File: src/rtl/uart_frame_arbiter.sv
// uart_frame_arbiter: shares one byte-wide UART transmit path between two
// 128-bit block sources. Arbitration is round-robin per whole frame.
// Each granted block is sent as SYNC, tag, then 16 data bytes MSB first.
// Optional feature macro: UART_FRAME_ARBITER_CHECKSUM_EN appends an XOR
// checksum byte covering the tag byte and the 16 data bytes.
module uart_frame_arbiter #(
    parameter logic [7:0] SYNC_BYTE = 8'hA5,
    parameter int         IDLE_GAP  = 2
) (
    input  logic         clk,
    input  logic         reset,
    input  logic [127:0] req0_data,
    input  logic         req0_valid,
    output logic         req0_ack,
    input  logic [127:0] req1_data,
    input  logic         req1_valid,
    output logic         req1_ack,
    output logic         tx_start,
    output logic [7:0]   tx_data,
    input  logic         tx_done,
    output logic         busy,
    output logic         frame_done,
    output logic         grant_id
);

    localparam logic [2:0] ST_IDLE  = 3'd0;
    localparam logic [2:0] ST_START = 3'd1;
    localparam logic [2:0] ST_WAIT  = 3'd2;
    localparam logic [2:0] ST_DONE  = 3'd3;
    localparam logic [2:0] ST_GAP   = 3'd4;

`ifdef UART_FRAME_ARBITER_CHECKSUM_EN
    localparam logic [4:0] LAST_IDX = 5'd18;
`else
    localparam logic [4:0] LAST_IDX = 5'd17;
`endif

    // Last GAP count value; unused when IDLE_GAP is zero.
    localparam logic [7:0] GAP_LAST = (IDLE_GAP > 0) ? 8'(IDLE_GAP - 1) : 8'd0;

    logic [2:0]   state_r;
    logic [127:0] shadow_r;
    logic [4:0]   idx_r;
    logic [7:0]   gap_cnt_r;
    logic         last_grant_r;
    logic         req0_ack_r;
    logic         req1_ack_r;
    logic         tx_start_r;
    logic [7:0]   tx_data_r;
    logic         busy_r;
    logic         frame_done_r;
    logic         grant_id_r;
`ifdef UART_FRAME_ARBITER_CHECKSUM_EN
    logic [7:0]   csum_r;
`endif

    logic [4:0]   next_idx_s;
    logic [7:0]   next_byte_s;
    logic         grant_s;

    // Byte at position idx (0..17) of the frame carrying blk.
    function automatic logic [7:0] frame_byte(input logic [4:0] idx,
                                              input logic [127:0] blk,
                                              input logic gid);
        logic [127:0] sh;
        sh = blk >> {(5'd17 - idx), 3'b000};
        case (idx)
            5'd0:    frame_byte = SYNC_BYTE;
            5'd1:    frame_byte = {7'b0000000, gid};
            default: frame_byte = sh[7:0];
        endcase
    endfunction

    assign req0_ack   = req0_ack_r;
    assign req1_ack   = req1_ack_r;
    assign tx_start   = tx_start_r;
    assign tx_data    = tx_data_r;
    assign busy       = busy_r;
    assign frame_done = frame_done_r;
    assign grant_id   = grant_id_r;

    // Next byte to issue and round-robin winner for the idle state.
    always_comb begin
        next_idx_s = idx_r + 5'd1;
`ifdef UART_FRAME_ARBITER_CHECKSUM_EN
        if (next_idx_s == LAST_IDX) begin
            next_byte_s = csum_r;
        end else begin
            next_byte_s = frame_byte(next_idx_s, shadow_r, grant_id_r);
        end
`else
        next_byte_s = frame_byte(next_idx_s, shadow_r, grant_id_r);
`endif
        if (req0_valid && req1_valid) begin
            grant_s = ~last_grant_r;
        end else begin
            grant_s = req1_valid;
        end
    end

    // Frame sequencer: grant, byte issue / tx_done handshake, done pulse, gap.
    always_ff @(posedge clk or posedge reset) begin
        if (reset) begin
            state_r      <= ST_IDLE;
            shadow_r     <= 128'd0;
            idx_r        <= 5'd0;
            gap_cnt_r    <= 8'd0;
            last_grant_r <= 1'b1;
            req0_ack_r   <= 1'b0;
            req1_ack_r   <= 1'b0;
            tx_start_r   <= 1'b0;
            tx_data_r    <= 8'h00;
            busy_r       <= 1'b0;
            frame_done_r <= 1'b0;
            grant_id_r   <= 1'b0;
`ifdef UART_FRAME_ARBITER_CHECKSUM_EN
            csum_r       <= 8'h00;
`endif
        end else begin
            req0_ack_r   <= 1'b0;
            req1_ack_r   <= 1'b0;
            tx_start_r   <= 1'b0;
            frame_done_r <= 1'b0;
            case (state_r)
                ST_IDLE: begin
                    if (req0_valid || req1_valid) begin
                        shadow_r     <= grant_s ? req1_data : req0_data;
                        req0_ack_r   <= ~grant_s;
                        req1_ack_r   <= grant_s;
                        grant_id_r   <= grant_s;
                        last_grant_r <= grant_s;
                        idx_r        <= 5'd0;
                        busy_r       <= 1'b1;
                        tx_start_r   <= 1'b1;
                        tx_data_r    <= SYNC_BYTE;
`ifdef UART_FRAME_ARBITER_CHECKSUM_EN
                        csum_r       <= 8'h00;
`endif
                        state_r      <= ST_START;
                    end else begin
                        state_r <= ST_IDLE;
                    end
                end
                ST_START: begin
                    state_r <= ST_WAIT;
                end
                ST_WAIT: begin
                    if (tx_done) begin
                        if (idx_r == LAST_IDX) begin
                            frame_done_r <= 1'b1;
                            state_r      <= ST_DONE;
                        end else begin
                            idx_r      <= next_idx_s;
                            tx_data_r  <= next_byte_s;
                            tx_start_r <= 1'b1;
`ifdef UART_FRAME_ARBITER_CHECKSUM_EN
                            csum_r     <= csum_r ^ next_byte_s;
`endif
                            state_r    <= ST_START;
                        end
                    end else begin
                        state_r <= ST_WAIT;
                    end
                end
                ST_DONE: begin
                    busy_r    <= 1'b0;
                    gap_cnt_r <= 8'd0;
                    if (IDLE_GAP > 0) begin
                        state_r <= ST_GAP;
                    end else begin
                        state_r <= ST_IDLE;
                    end
                end
                ST_GAP: begin
                    if (gap_cnt_r == GAP_LAST) begin
                        gap_cnt_r <= 8'd0;
                        state_r   <= ST_IDLE;
                    end else begin
                        gap_cnt_r <= gap_cnt_r + 8'd1;
                        state_r   <= ST_GAP;
                    end
                end
                default: begin
                    busy_r  <= 1'b0;
                    state_r <= ST_IDLE;
                end
            endcase
        end
    end

endmodule
File: config.mk
export PLATFORM = sky130hd
export DESIGN_NAME = uart_frame_arbiter
export DESIGN_NICKNAME = d
export VERILOG_FILES = /design/src/rtl/uart_frame_arbiter.sv
export SDC_FILE = /design/constraint.sdc
export NUM_CORES = 1
export LEC_CHECK = 0
export BUFFER_PORTS_ARGS = -buffer_cell sky130_fd_sc_hd__buf_2
export CORE_AREA = 2 2 144 146
export CTS_BUF_LIST = sky130_fd_sc_hd__clkbuf_2
export CTS_CLUSTER_DIAMETER = 150
export DETAILED_ROUTE_END_ITERATION = 10
export DIE_AREA = 0 0 146 148
export PLACE_DENSITY = 0.65
export SLEW_MARGIN = 20
export SYNTH_ARGS = -nofsm -noshare
export SYNTH_HDL_FRONTEND = slang
export SYNTH_SLANG_ARGS = --single-unit
File: constraint.sdc
create_clock -name clk -period 6.3 [get_ports clk]
set_clock_uncertainty 0.2 [all_clocks]
set_input_delay 1.26 -clock clk [delete_from_list [all_inputs] [get_ports clk]]
set_output_delay 1.26 -clock clk [all_outputs]
set_load 0.05 [all_outputs]
# After elaboration in Yosys (flattened, before gate mapping)
# Cells that the tools add are included.
# word_totals
ff_bits	159
inputBits	261
# op_classes
n_addsub	3
eq_ne	10
n_shift	1
mux	31
bitwise	3
n_reduce_logical	10
# op_table
operator	count
$mux 128	1
$shr 128x8->8	1
$pmux 8 s2	3
$mux 8	4
$mux 5	3
$pmux 3 s5	1
$mux 1	13
$pmux 5 s2	1
$add 8x1->8 const B	1
$eq 8x1->1 const B	1
$eq 3x2->1 const B	2
$mux 3	2
$ne 2x2->1 const B	3
$add 5x1->5 const B	1
$eq 5x1->1 const B	1
$eq 5x5->1 const B	1
$logic_not 5->1	1
$sub 5x5->5 const A	1
$pmux 1 s2	2
$reduce_and 2->1	2
$reduce_and 4->1	1
$reduce_bool 2->1	2
$eq 3x1->1 const B	1
$eq 3x3->1 const B	1
6 further kinds	8

# Logic depth before layout (Yosys ltp)
# Gate-level depths: netlist of the first run.
# logic_depth
word_depth	7
mapped_depth	13
depth_no_buf	10

# Worst setup path before layout of the first run
# OpenSTA, ideal clock, no wires.
# synth_timing
path_kind	register to register
from	register idx_r[0]
to	register tx_data_r[1] (netlist: tx_data[1])
setup_ps	121
arrival_ps	2549
required_ps	5979
path_slack_ps	3430
stages_incl_launch_ff	14
n_path_buf	4
path_cell_list	dfrtp_1 buf_6 buf_6 inv_1 ha_1 buf_6 inv_1 ha_1 xnor2_4 xnor2_2 buf_4 mux2i_1 o211ai_1 a22o_1
# synth_via
elab_chain_cells	7
# synth_lines
element	line_no	source
start: declaration	43	logic [4:0] idx_r;
start signal: assignment	153	idx_r <= next_idx_s;
$add 5x1->5	84	next_idx_s = idx_r + 5'd1;
$sub 5x5->5	66	sh = blk >> {(5'd17 - idx), 3'b000};
$shr 128x8->8	66	
$pmux 8 s2	67	case (idx)
$mux 8	149	if (idx_r == LAST_IDX) begin
$mux 8	148	if (tx_done) begin
$pmux 8 s2	124	case (state_r)
end signal: assignment	154	tx_data_r <= next_byte_s;
end: declaration	49	logic [7:0] tx_data_r;
# Parallel ways exist; a longest one is shown, timed or not. The select of a mux whose other input is x is not followed.
# A chain may end at the register's enable or synchronous reset.

# Final worst setup path of the first run
# layout_timing
from	register idx_r[1]
to	register tx_data_r[0] (netlist: tx_data[0])
# The elaborated chain is that of the path after synthesis.

==> impl_metrics.toml, run 1 <==
[outcome]
status = "finished, violations left"
failed_checks = "design-rule violations"

[floorplanning]
io_pins = 275
dieHeight_um = 148
initial_utilization = 0.391
row_count = 52
core_um2 = 20000
dieWidth_um = 146
design.die.area_um2 = 21600

[critical_path]
critPathMaxFanout = 34
worstPathArrival_ns = 4.33
path_cells = "inv_1, ha_2, inv_1, ha_1, xnor2_4, xnor2_2, nor2_1, a22oi_1, a31oi_1, o22a_1"
criticalPathCategory = "reg2reg"
crit_buf_inv = 2
slowest_delay_ns = 0.97
crit_required_ns = 6.71
startpoint_type = "register"
crit_family = "adder cells"
cpMostUsedCell = "inv_1"
cpMaxStageDelayCell = "ha_2"
end_kind = "register"
crit_cells = 10
r2r_cells = 10
rrSetupSlack_ns = 2.38
regToRegEndpoint = "tx_data[0]$_DFFE_PP0P_"
rr_startpoint = "idx_r[1]$_DFFE_PP0P_"

[pwr]
switchingPower_mw = 2.03
max-vdd-ir-drop_v = 0.000278
switching_share = 0.428
p_leak_nw = 4.83
power_density_nw_per_um2 = 498
share_comb_of_total_power = 0.510
pwr-share-clk = 0.113
pwr-share-seq = 0.377
internal_power_mw = 2.72

[global_route]
grt_max_degree = 114
grt_pass1_wl_mm = 35.6
grt_pass1_vias = 6463
grtUsageTotal = 0.212
antenna_found_initial = 1
grt-ovfl-total = 0

[layout]
nNetsFinal = 1174
stdcell_area_um2 = 9530
fillCellCount = 1885
drive_gt1_frac = 0.396
area_growth_pct = 21.6

[synth]
ys_types = 54
yosysMostFrequentCell = "dfrtp_1"
synthArstFlopShare = 1.00
synth_largest_area_cell = "dfrtp_1"
synth_top_area_share = 0.504
synth.net_count = 934
synth-seq-cells = 159
netlist_top_cells_area = "dfrtp_1 50%, a222oi_1 16%, mux4_2 8.9%"
synthFlopType = "dfrtp_1"
syn_inst = 666
synth_seq_area_share = 0.508
post_synth_instance_area_um2 = 7840
yosys_warnings = 0
synth.top_cells.by_count = "158 x dfrtp_1, 134 x inv_1, 128 x a222oi_1, 39 x buf_2, 31 x mux4_2"
avgSynthCellArea_um2 = 11.8
synth_edf_count = 0

[clock_tree]
cts_hold_buf = 0
htree_levels = 4
cts_buffers = 17
post_cts_buffers = 0
clk_pin_slew_ns = 0.22
cts_tree = "done"
clk_latency_ns = 0.73
root_buffer = "clkbuf_2"
postCtsResizedCells = 0
clock-sinks = 159
clock_path_buffers = 2

[worst_hold_path]
whs_endpoint = "shadow_r[23]$_DFFE_PP0P_"
hold_path_class = "reg2reg"
hp-start = "shadow_r[23]$_DFFE_PP0P_"
holdPathStages = 2

[routing]
dr.pass1.iters = 11
num_vias = 6645
first_iter_violations = 811
ant_nets = 0
wl_per_cell_um = 19.4
via_per_inst = 5.58
routed_wl_mm = 23.1
drcViolationCount = 11

[sta]
worstMarginPinSlew_ns = 0.938
finalHoldViolations = 0
fmaxAchievable_mhz = 255
fin_crit_sh = 0.623
setup_tns_ns = 0
maxSlewViolCount = 0
setup-violations-final = 0
min_period_ns = 3.92
rsz0062_at_grt = "false"
relSlewSlack = 0.375

[placed_design]
hpwl_mm = 16.6
placed_area_um2 = 9310
gp_congestion = 0.851
io_buffers = 274

[flow_run]
cap_violations = 0
cells by family (layout without fill, tap and decap cells):
| family | after synthesis | count (layout) | share of synthesized area |
|---|---|---|---|
| flip-flops | 159 | 159 | 0.508 |
| XOR/XNOR | 9 | 9 | 0.0153 |
| AO/OA/AOI/OAI | 183 | 183 | 0.212 |
| other | 0 | 1 | 0 |
| buffers and inverters | 195 | 448 | 0.107 |
| adder cells (fa/ha/maj) | 7 | 7 | 0.0112 |
| AND/OR/NAND/NOR | 77 | 77 | 0.0495 |
| multiplexers | 36 | 36 | 0.0975 |
routing by layer:
metal | global-route usage | up-vias | wire [um]
met1 | 0.291 | 3297 | 9960
met4 | 0.0340 | 0 | 154
li1 | - | 3060 | -
met2 | 0.352 | 278 | 11500
met5 | 0 | - | 0
met3 | 0.0478 | 10 | 1480
area by class of cell:
class                           count  area (um^2)  area share
Clock buffer                       17         85.1     0.00893
Inverter                          135          514      0.0540
Timing Repair Buffer              281         1420       0.149
Tap cell                          270          338      0.0354
Sequential cell                   159         3980       0.418
Antenna cell                        1         2.50    0.000263
Multi-Input combinational cell    312         3050       0.320
Clock inverter                     15          135      0.0142
placed cells by master, fill, tap and decap left out, types with 2 or more instances in the layout:
| cell | Yosys | routed |
|---|---|---|
| buf_2 | 39 | 274 |
| dfrtp_1 | 158 | 157 |
| inv_1 | 134 | 133 |
| a222oi_1 | 128 | 128 |
| mux4_2 | 31 | 31 |
| nand3_1 | 25 | 25 |
| nand2_1 | 17 | 17 |
| clkbuf_2 | 0 | 17 |
| nor2_1 | 16 | 16 |
| o21ai_0 | 15 | 15 |
| a21oi_1 | 10 | 9 |
| buf_4 | 2 | 7 |
| ha_1 | 7 | 6 |
| nor3_1 | 4 | 4 |
| a22oi_1 | 4 | 4 |
| mux2i_1 | 4 | 4 |
| o211ai_1 | 4 | 4 |
| a22o_1 | 4 | 4 |
| inv_6 | 0 | 4 |
| a31o_1 | 3 | 3 |
| xor2_1 | 3 | 3 |
| clkinv_4 | 0 | 3 |
| xor2_2 | 2 | 2 |
| nor2_2 | 2 | 2 |
| nand2b_1 | 2 | 2 |
| xnor2_1 | 2 | 2 |
| o21ai_1 | 2 | 2 |
| inv_8 | 0 | 2 |
| a21o_1 | 2 | 2 |
| clkinv_1 | 0 | 2 |
| clkinv_2 | 0 | 2 |
| clkinvlp_4 | 0 | 2 |
power groups by stage:
stage	Clock (mW)	Sequential [mW]	Combinational, mW
final	0.537	1.79	2.42
after floorplan	0	1.77	1.84
after global placement	0	1.80	2.42
after global routing	0.607	1.84	2.67
after detailed placement	0	1.81	2.45
after CTS	0.556	1.79	2.45
how the worst max path moves through the flow:
stage                               endpoint                  from  slack [ns]
floorplan                   busy$_DFFE_PP0P_                 reset        0.55
global placement    shadow_r[33]$_DFFE_PP0P_            req1_valid        2.42
detailed placement  shadow_r[33]$_DFFE_PP0P_            req1_valid        2.42
CTS                   tx_data[0]$_DFFE_PP0P_  idx_r[1]$_DFFE_PP0P_        2.39
global route          tx_data[0]$_DFFE_PP0P_  idx_r[1]$_DFFE_PP0P_        2.13
finish                tx_data[0]$_DFFE_PP0P_  idx_r[1]$_DFFE_PP0P_        2.38
flip-flops by register name, summed over array words and instances (netlist names):
| register | count |
|---|---|
| busy | 1 |
| frame_done | 1 |
| gap_cnt_r | 8 |
| grant_id | 1 |
| idx_r | 5 |
| last_grant_r | 1 |
| req0_ack | 1 |
| req1_ack | 1 |
| shadow_r | 128 |
| state_r | 3 |
| tx_data | 8 |
| tx_start | 1 |
through the flow:
stage               hold slack (ns)  worst slack, ns  utilization  cells  power (mW)
global route                  0.358             2.13        0.476   1190        5.12
finish                        0.334             2.38        0.476   1190        4.75
CTS                           0.340             2.39        0.475   1189        4.80
floorplan                     0.270            0.550            -    666        3.62
detailed placement            0.292             2.42        0.464   1157        4.26
global placement              0.287             2.42        0.464   1157        4.23
worst register-to-register path, delay by kind of cell, from the launching register on:
kind,cells,cell delay [ns]
fa+ha+maj,2,1.29
xor+xnor,2,0.77
flops,1,0.54
compound gates,3,0.52
buf+inv,2,0.32
simple gates,1,0.19
(Power assumes the default switching activity.)
==> run 2, diff against run 1 <==
- clock period: 6.3 -> 3.7 ns (I/O delays scaled with it)
==> run 2 against run 1 <==
Effect of this change:
- the flow now stops in 4_1_cts
- synthesized area unchanged
- synthesized cell count unchanged
==> impl_metrics.toml, run 2 <==
[synth]
post_synth_instance_area_um2 = 7840
synthXorXnorAreaFrac = 0.0153
synth_top_family_by_area = "compound AO/OA/AOI/OAI gates"
netlist_top_cells_area = "dfrtp_1 50%, a222oi_1 16%, mux4_2 8.9%"
synth-simple-area-share = 0.0495
synth_top_area_share = 0.504
yosysMostFrequentCell = "dfrtp_1"
synth.top_cells.by_count = "158 x dfrtp_1, 134 x inv_1, 128 x a222oi_1, 39 x buf_2, 31 x mux4_2"
synth-seq-cells = 159
synth.net_count = 934
synthFlopType = "dfrtp_1"
synth-compound-area-share = 0.212
synth_adder_area_share = 0.0112
synth_seq_area_share = 0.508
synthMuxAreaShare = 0.0975
avgSynthCellArea_um2 = 11.8
synth_largest_area_cell = "dfrtp_1"
synth_edf_count = 0
syn_inst = 666
ys_types = 54
yosys_warnings = 0
synthArstFlopShare = 1.00

[clock_tree]
clock_path_buffers = 2
cts_buffers = 17
htree_levels = 4
clock-sinks = 159
post_cts_buffers = 0
cts_hold_buf = 240
postCtsResizedCells = 0
root_buffer = "clkbuf_2"

[outcome]
status = "did not finish"
stop_error = "[ERROR RSZ-0060] Max buffer count reached."
haltStage = "4_1_cts"

[floorplanning]
dieHeight_um = 148
io_pins = 275
dieWidth_um = 146
row_count = 52
initial_utilization = 0.391

[placed_design]
io_buffers = 274
gp_congestion = 0.879
pre_cts_ws_ns = 0.694
hpwl_mm = 17.3
run 2: cell counts after synthesis:
No cell type changed its count.
run 2: cells by family after synthesis:
logic type,count (synthesis)
buffers and inverters,195
AOI/OAI and AO/OA,183
DFF,159
and+or+nand+nor,77
muxes,36
xor gates and xnor gates,9
adders and majority gates,7
run 2: metrics by stage:
stage / hold slack (ns) / instances / util / area, um^2
2_1_floorplan: 0.270 / 666 / - / 7840
3_3_place_gp: 0.286 / 1160 / 0.468 / 9380
3_5_place_dp: 0.293 / 1160 / 0.468 / 9380
==> run 3, diff against run 2 <==
- CORE_AREA: 2 2 144 146 -> 2 2 181 183
- CTS_BUF_LIST: sky130_fd_sc_hd__clkbuf_2 -> default
- CTS_CLUSTER_DIAMETER: 150 -> default
- DIE_AREA: 0 0 146 148 -> 0 0 183 185
- PLACE_DENSITY: 0.65 -> default
- PLACE_DENSITY_LB_ADDON: default -> 0.15
==> run 3 against run 2 <==
Effect of this change:
- the run now ends clean
==> impl_metrics.toml, run 3 (synthesis gave the netlist of run 1 again) <==
[outcome]
status = "complete, no violations"

[worst_hold_path]
hold_path_class = "in2async"

[routing]
first_iter_violations = 713
dr.pass1.iters = 10
wl_per_cell_um = 20.0
via_per_inst = 4.94
ant_nets = 0
drcViolationCount = 0
routed_wl_mm = 26.8
num_vias = 6615

[critical_path]
rrSetupSlack_ns = 0.90
slowest_delay_ns = 0.48
critPathMaxFanout = 13
crit_family = "adder cells"
end_kind = "register"
path_cells = "inv_1, ha_2, inv_1, ha_1, xnor2_4, xnor2_2, buf_4, nor2_1, a22oi_1, a31o_1, a21oi_1"
worstPathArrival_ns = 2.94
startpoint_type = "register"
criticalPathCategory = "reg2reg"
crit_required_ns = 3.84
cpMostUsedCell = "inv_1"
crit_buf_inv = 3
cpMaxStageDelayCell = "dfrtp_1"

[clock_tree]
clock-sinks = 159
cts_buffers = 17
clk_latency_ns = 0.43
clock_path_buffers = 2
postCtsResizedCells = 0
root_buffer = "clkbuf_16"
post_cts_buffers = 0
cts_hold_buf = 0
cts_tree = "done"
clk_pin_slew_ns = 0.07
htree_levels = 4

[sta]
finalHoldViolations = 0
relSlewSlack = 0.306
rsz0062_at_grt = "false"
worstMarginPinSlew_ns = 1.04
maxSlewViolCount = 0
fmaxAchievable_mhz = 357
setup_tns_ns = 0
fin_crit_sh = 0.757
hold_slack_ns = 0.305
min_period_ns = 2.80
setup-violations-final = 0

[floorplanning]
dieWidth_um = 183
core_um2 = 32000
io_pins = 275
row_count = 66
design.die.area_um2 = 33900
initial_utilization = 0.245
dieHeight_um = 185

[placed_design]
dp.cells = 1305
hpwl_mm = 19.7
gp_congestion = 0.771
io_buffers = 274

[flow_run]
cap_violations = 0

[global_route]
grt-ovfl-total = 0
grt_max_degree = 92
grt_pass1_vias = 6775
antenna_found_initial = 2
grt_pass1_wl_mm = 41.0
grtUsageTotal = 0.160

[layout]
mostFrequentLayoutCells = "274 x buf_2, 157 x dfrtp_1, 133 x inv_1"
area_growth_pct = 30.2
nNetsFinal = 1184
drive_gt1_frac = 0.405
fillCellCount = 3344
largest_reg_flops = 128
top_register = "shadow_r"
fin_util = 0.318
stdcell_count = 1338
mostFrequentLayoutCell = "buf_2"

[pwr]
max-vdd-ir-drop_v = 0.000334
p_leak_nw = 5.06
power_density_nw_per_um2 = 907
[run 3: stage by stage]
stage	area [um^2]	setup slack (ns)	power [mW]
2_1_floorplan	7840	0.746	6.16
3_3_place_gp	9600	0.983	7.51
3_5_place_dp	9600	0.943	7.55
4_1_cts	10200	0.909	9.41
5_1_grt	10200	0.718	9.97
6_report	10200	0.898	9.26
[run 3: final cells by class]
| cell class | count | area [um^2] | area share |
|---|---|---|---|
| timing repair buffer | 291 | 1550 | 0.152 |
| inverter | 135 | 510 | 0.0500 |
| clock inverter | 15 | 173 | 0.0169 |
| clock buffer | 17 | 425 | 0.0417 |
| tap | 408 | 510 | 0.0500 |
| multi-input combinational | 312 | 3050 | 0.299 |
| sequential | 159 | 3980 | 0.390 |
| antenna | 1 | 2.50 | 0.000245 |
[run 3: path summary, 6_finish.rpt]
path,from,endpoint,cells after the start
hold reg to reg,shadow_r[27]$_DFFE_PP0P_,shadow_r[27]$_DFFE_PP0P_,2
setup reg to reg,idx_r[1]$_DFFE_PP0P_,tx_data[5]$_DFFE_PP0P_,11
max in group asynchronous,reset,idx_r[0]$_DFFE_PP0P_,3
min in group clk,shadow_r[27]$_DFFE_PP0P_,shadow_r[27]$_DFFE_PP0P_,2
setup / recovery,idx_r[1]$_DFFE_PP0P_,tx_data[5]$_DFFE_PP0P_,11
hold / removal,reset,shadow_r[33]$_DFFE_PP0P_,2
[run 3: worst reg2reg max path, delay by kind of cell, from the launching register on]
family | cells | cell delay [ns]
adders and majority gates | 2 | 0.60
AOI/OAI and AO/OA | 3 | 0.52
DFF | 1 | 0.48
buffers and inverters | 3 | 0.39
xor gates and xnor gates | 2 | 0.32
and+or+nand+nor | 1 | 0.22
[run 3: power by group]
group	switching (mW)	internal [mW]	total [mW]
logic	2.47	1.89	4.36
registers	0.528	2.55	3.08
clock network	0.800	1.02	1.82
total	3.80	5.46	9.26
[run 3: metal layers]
metal,vias to the layer above,GRT usage,share of wire
li1,3084,-,-
met1,3312,0.222,0.45
met2,202,0.260,0.49
met3,15,0.0267,0.044
met4,2,0.0416,0.011
met5,-,0,0.00052
==> run 4, diff against run 3 <==
- clock period: 3.7 -> 2.9 ns (I/O delays scaled with it)
==> run 4 against run 3 <==
Effect of this change:
- sequential power rose by 27%
- non-clock buffer count is 6 higher
- highest routed layer unchanged
- cell area rose by 0.89%
- global-route usage grew 0.12 points
- register-to-register slack lost 0.55 ns
- clock-buffer cell count grew 1
- critical path depth fell by 2
- first-iteration DRC count is 2.2% higher
- routed wire length increased by 1.9%
- core utilization increased by 0.29 points
- flip-flop and latch count is the same
- die area did not move
==> impl_metrics.toml, run 4 (synthesis gave the netlist of run 1 again) <==
[clock_tree]
clk_pin_slew_ns = 0.07
clock-sinks = 159
htree_levels = 4
clock_path_buffers = 2
cts_tree = "done"
clk_latency_ns = 0.43
cts_buffers = 17
cts_hold_buf = 0
root_buffer = "clkbuf_16"

[critical_path]
rrSetupSlack_ns = 0.35
startpoint_type = "register"
crit_required_ns = 3.00
rr_startpoint = "idx_r[0]$_DFFE_PP0P_"
criticalPathCategory = "reg2reg"
critPathMaxFanout = 10
worstPathArrival_ns = 2.66
regToRegEndpoint = "tx_data[3]$_DFFE_PP0P_"
end_kind = "register"
r2r_cells = 9

[sta]
relSlewSlack = 0.500
worstMarginPinSlew_ns = 0.750
setup-violations-final = 0
finalHoldViolations = 0
min_period_ns = 2.55
setup_tns_ns = 0
fmaxAchievable_mhz = 392
fin_crit_sh = 0.880
maxSlewViolCount = 0
rsz0062_at_grt = "false"

[layout]
seqCellArea_um2 = 3980
top_register = "shadow_r"
drive_gt1_frac = 0.407
stdcell_area_um2 = 10300
stdcell_count = 1343
mostFrequentLayoutCells = "274 x buf_2, 157 x dfrtp_1, 133 x inv_1"
nNetsFinal = 1190
multi_input_area_um2 = 3060
mostFrequentLayoutCell = "buf_2"
largest_reg_flops = 128
diodes = 0
fillCellCount = 3305
area_growth_pct = 31.3

[global_route]
antenna_found_initial = 2
grtUsageTotal = 0.161
grt-ovfl-total = 0
grt_pass1_vias = 6830
grt_max_degree = 90
grt_pass1_wl_mm = 41.0

[placed_design]
hpwl_mm = 19.4
io_buffers = 274
gp_congestion = 0.761
placed_area_um2 = 9640
dp.cells = 1307

[floorplanning]
core_um2 = 32000
dieWidth_um = 183
dieHeight_um = 185
initial_utilization = 0.245
design.die.area_um2 = 33900
io_pins = 275
row_count = 66

[routing]
routed_wl_mm = 27.3
dr.pass1.iters = 10
first_iter_violations = 729
drcViolationCount = 0
wl_per_cell_um = 20.3
ant_nets = 0
num_vias = 6659
via_per_inst = 4.96

[worst_hold_path]
hold_path_class = "in2async"

[pwr]
max-vdd-ir-drop_v = 0.000550
p_leak_nw = 5.09
power_density_nw_per_um2 = 1170

[outcome]
status = "complete, no violations"

[flow_run]
cap_violations = 0
## run 4: cell count changes in the layout (fill, tap and decap cells not counted)
cell	before	now
buf_4	13	17
inv_6	6	3
buf_12	4	6
clkinv_4	1	3
clkinvlp_4	2	4
inv_8	3	1
bufinv_16	2	3
clkbuf_1	0	1
clkinv_2	2	1
diode_2	1	0
xnor2_2	1	0
xnor2_4	1	2
## run 4: worst max-delay path by stage
stage	start	to	slack, ns	cells past startpoint
global placement	idx_r[1]$_DFFE_PP0P_	tx_data[0]$_DFFE_PP0P_	0.03	10
finish	idx_r[0]$_DFFE_PP0P_	tx_data[3]$_DFFE_PP0P_	0.35	9
detailed placement	idx_r[1]$_DFFE_PP0P_	tx_data[0]$_DFFE_PP0P_	-0.01	10
floorplan	idx_r[0]$_DFFE_PP0P_	tx_data[1]$_DFFE_PP0P_	0.03	13
CTS	idx_r[1]$_DFFE_PP0P_	tx_data[0]$_DFFE_PP0P_	0.20	10
global route	idx_r[1]$_DFFE_PP0P_	tx_data[1]$_DFFE_PP0P_	0.18	10
## run 4: power by group
part / switching, mW / total, mW / leakage, nW / internal, mW
Clock: 1.01 / 2.38 / 0.289 / 1.37
Sequential: 0.660 / 3.92 / 1.96 / 3.26
Combinational: 3.20 / 5.75 / 2.84 / 2.55
Total: 4.87 / 12.1 / 5.09 / 7.18
## run 4: metal layers
metal | global-route usage | share of wire | vias up
met3 | 0.0332 | 0.050 | 25
met1 | 0.212 | 0.44 | 3328
met2 | 0.268 | 0.49 | 212
met5 | 0 | 0.00077 | -
li1 | - | - | 3090
met4 | 0.0461 | 0.016 | 4
## run 4: area by class of cell
| cell class | instances | share of cell area |
|---|---|---|
| timing repair buffer | 297 | 0.157 |
| inverter | 135 | 0.0496 |
| multi-input combinational | 312 | 0.297 |
| clock buffer | 18 | 0.0417 |
| clock inverter | 14 | 0.0176 |
| sequential | 159 | 0.387 |
| tap | 408 | 0.0496 |
## run 4: critical path, cell delays in order, from the launching register on
cell	delay [ns]
dfrtp_4	0.49
ha_1	0.23
xnor2_1	0.15
ha_1	0.26
xnor2_4	0.26
xnor2_4	0.16
buf_4	0.21
mux2i_1	0.19
o211ai_1	0.09
a22o_1	0.20
## run 4: timing repair
action	CTS	global route
buffers inserted	0	4
pin swaps	0	1
resized for setup	1	0
endpoints found under the setup margin	1	1
## run 4: per-stage QoR
step                       util  power (mW)  setup WS (ns)  hold WS, ns
after floorplan               -        7.86         0.0297        0.270
after global placement    0.301        9.73         0.0283        0.288
after detailed placement  0.301        9.74        -0.0134        0.290
after CTS                 0.320        12.2          0.199       0.0925
after global routing      0.321        13.0          0.182       0.0937
final                     0.321        12.1          0.348       0.0577
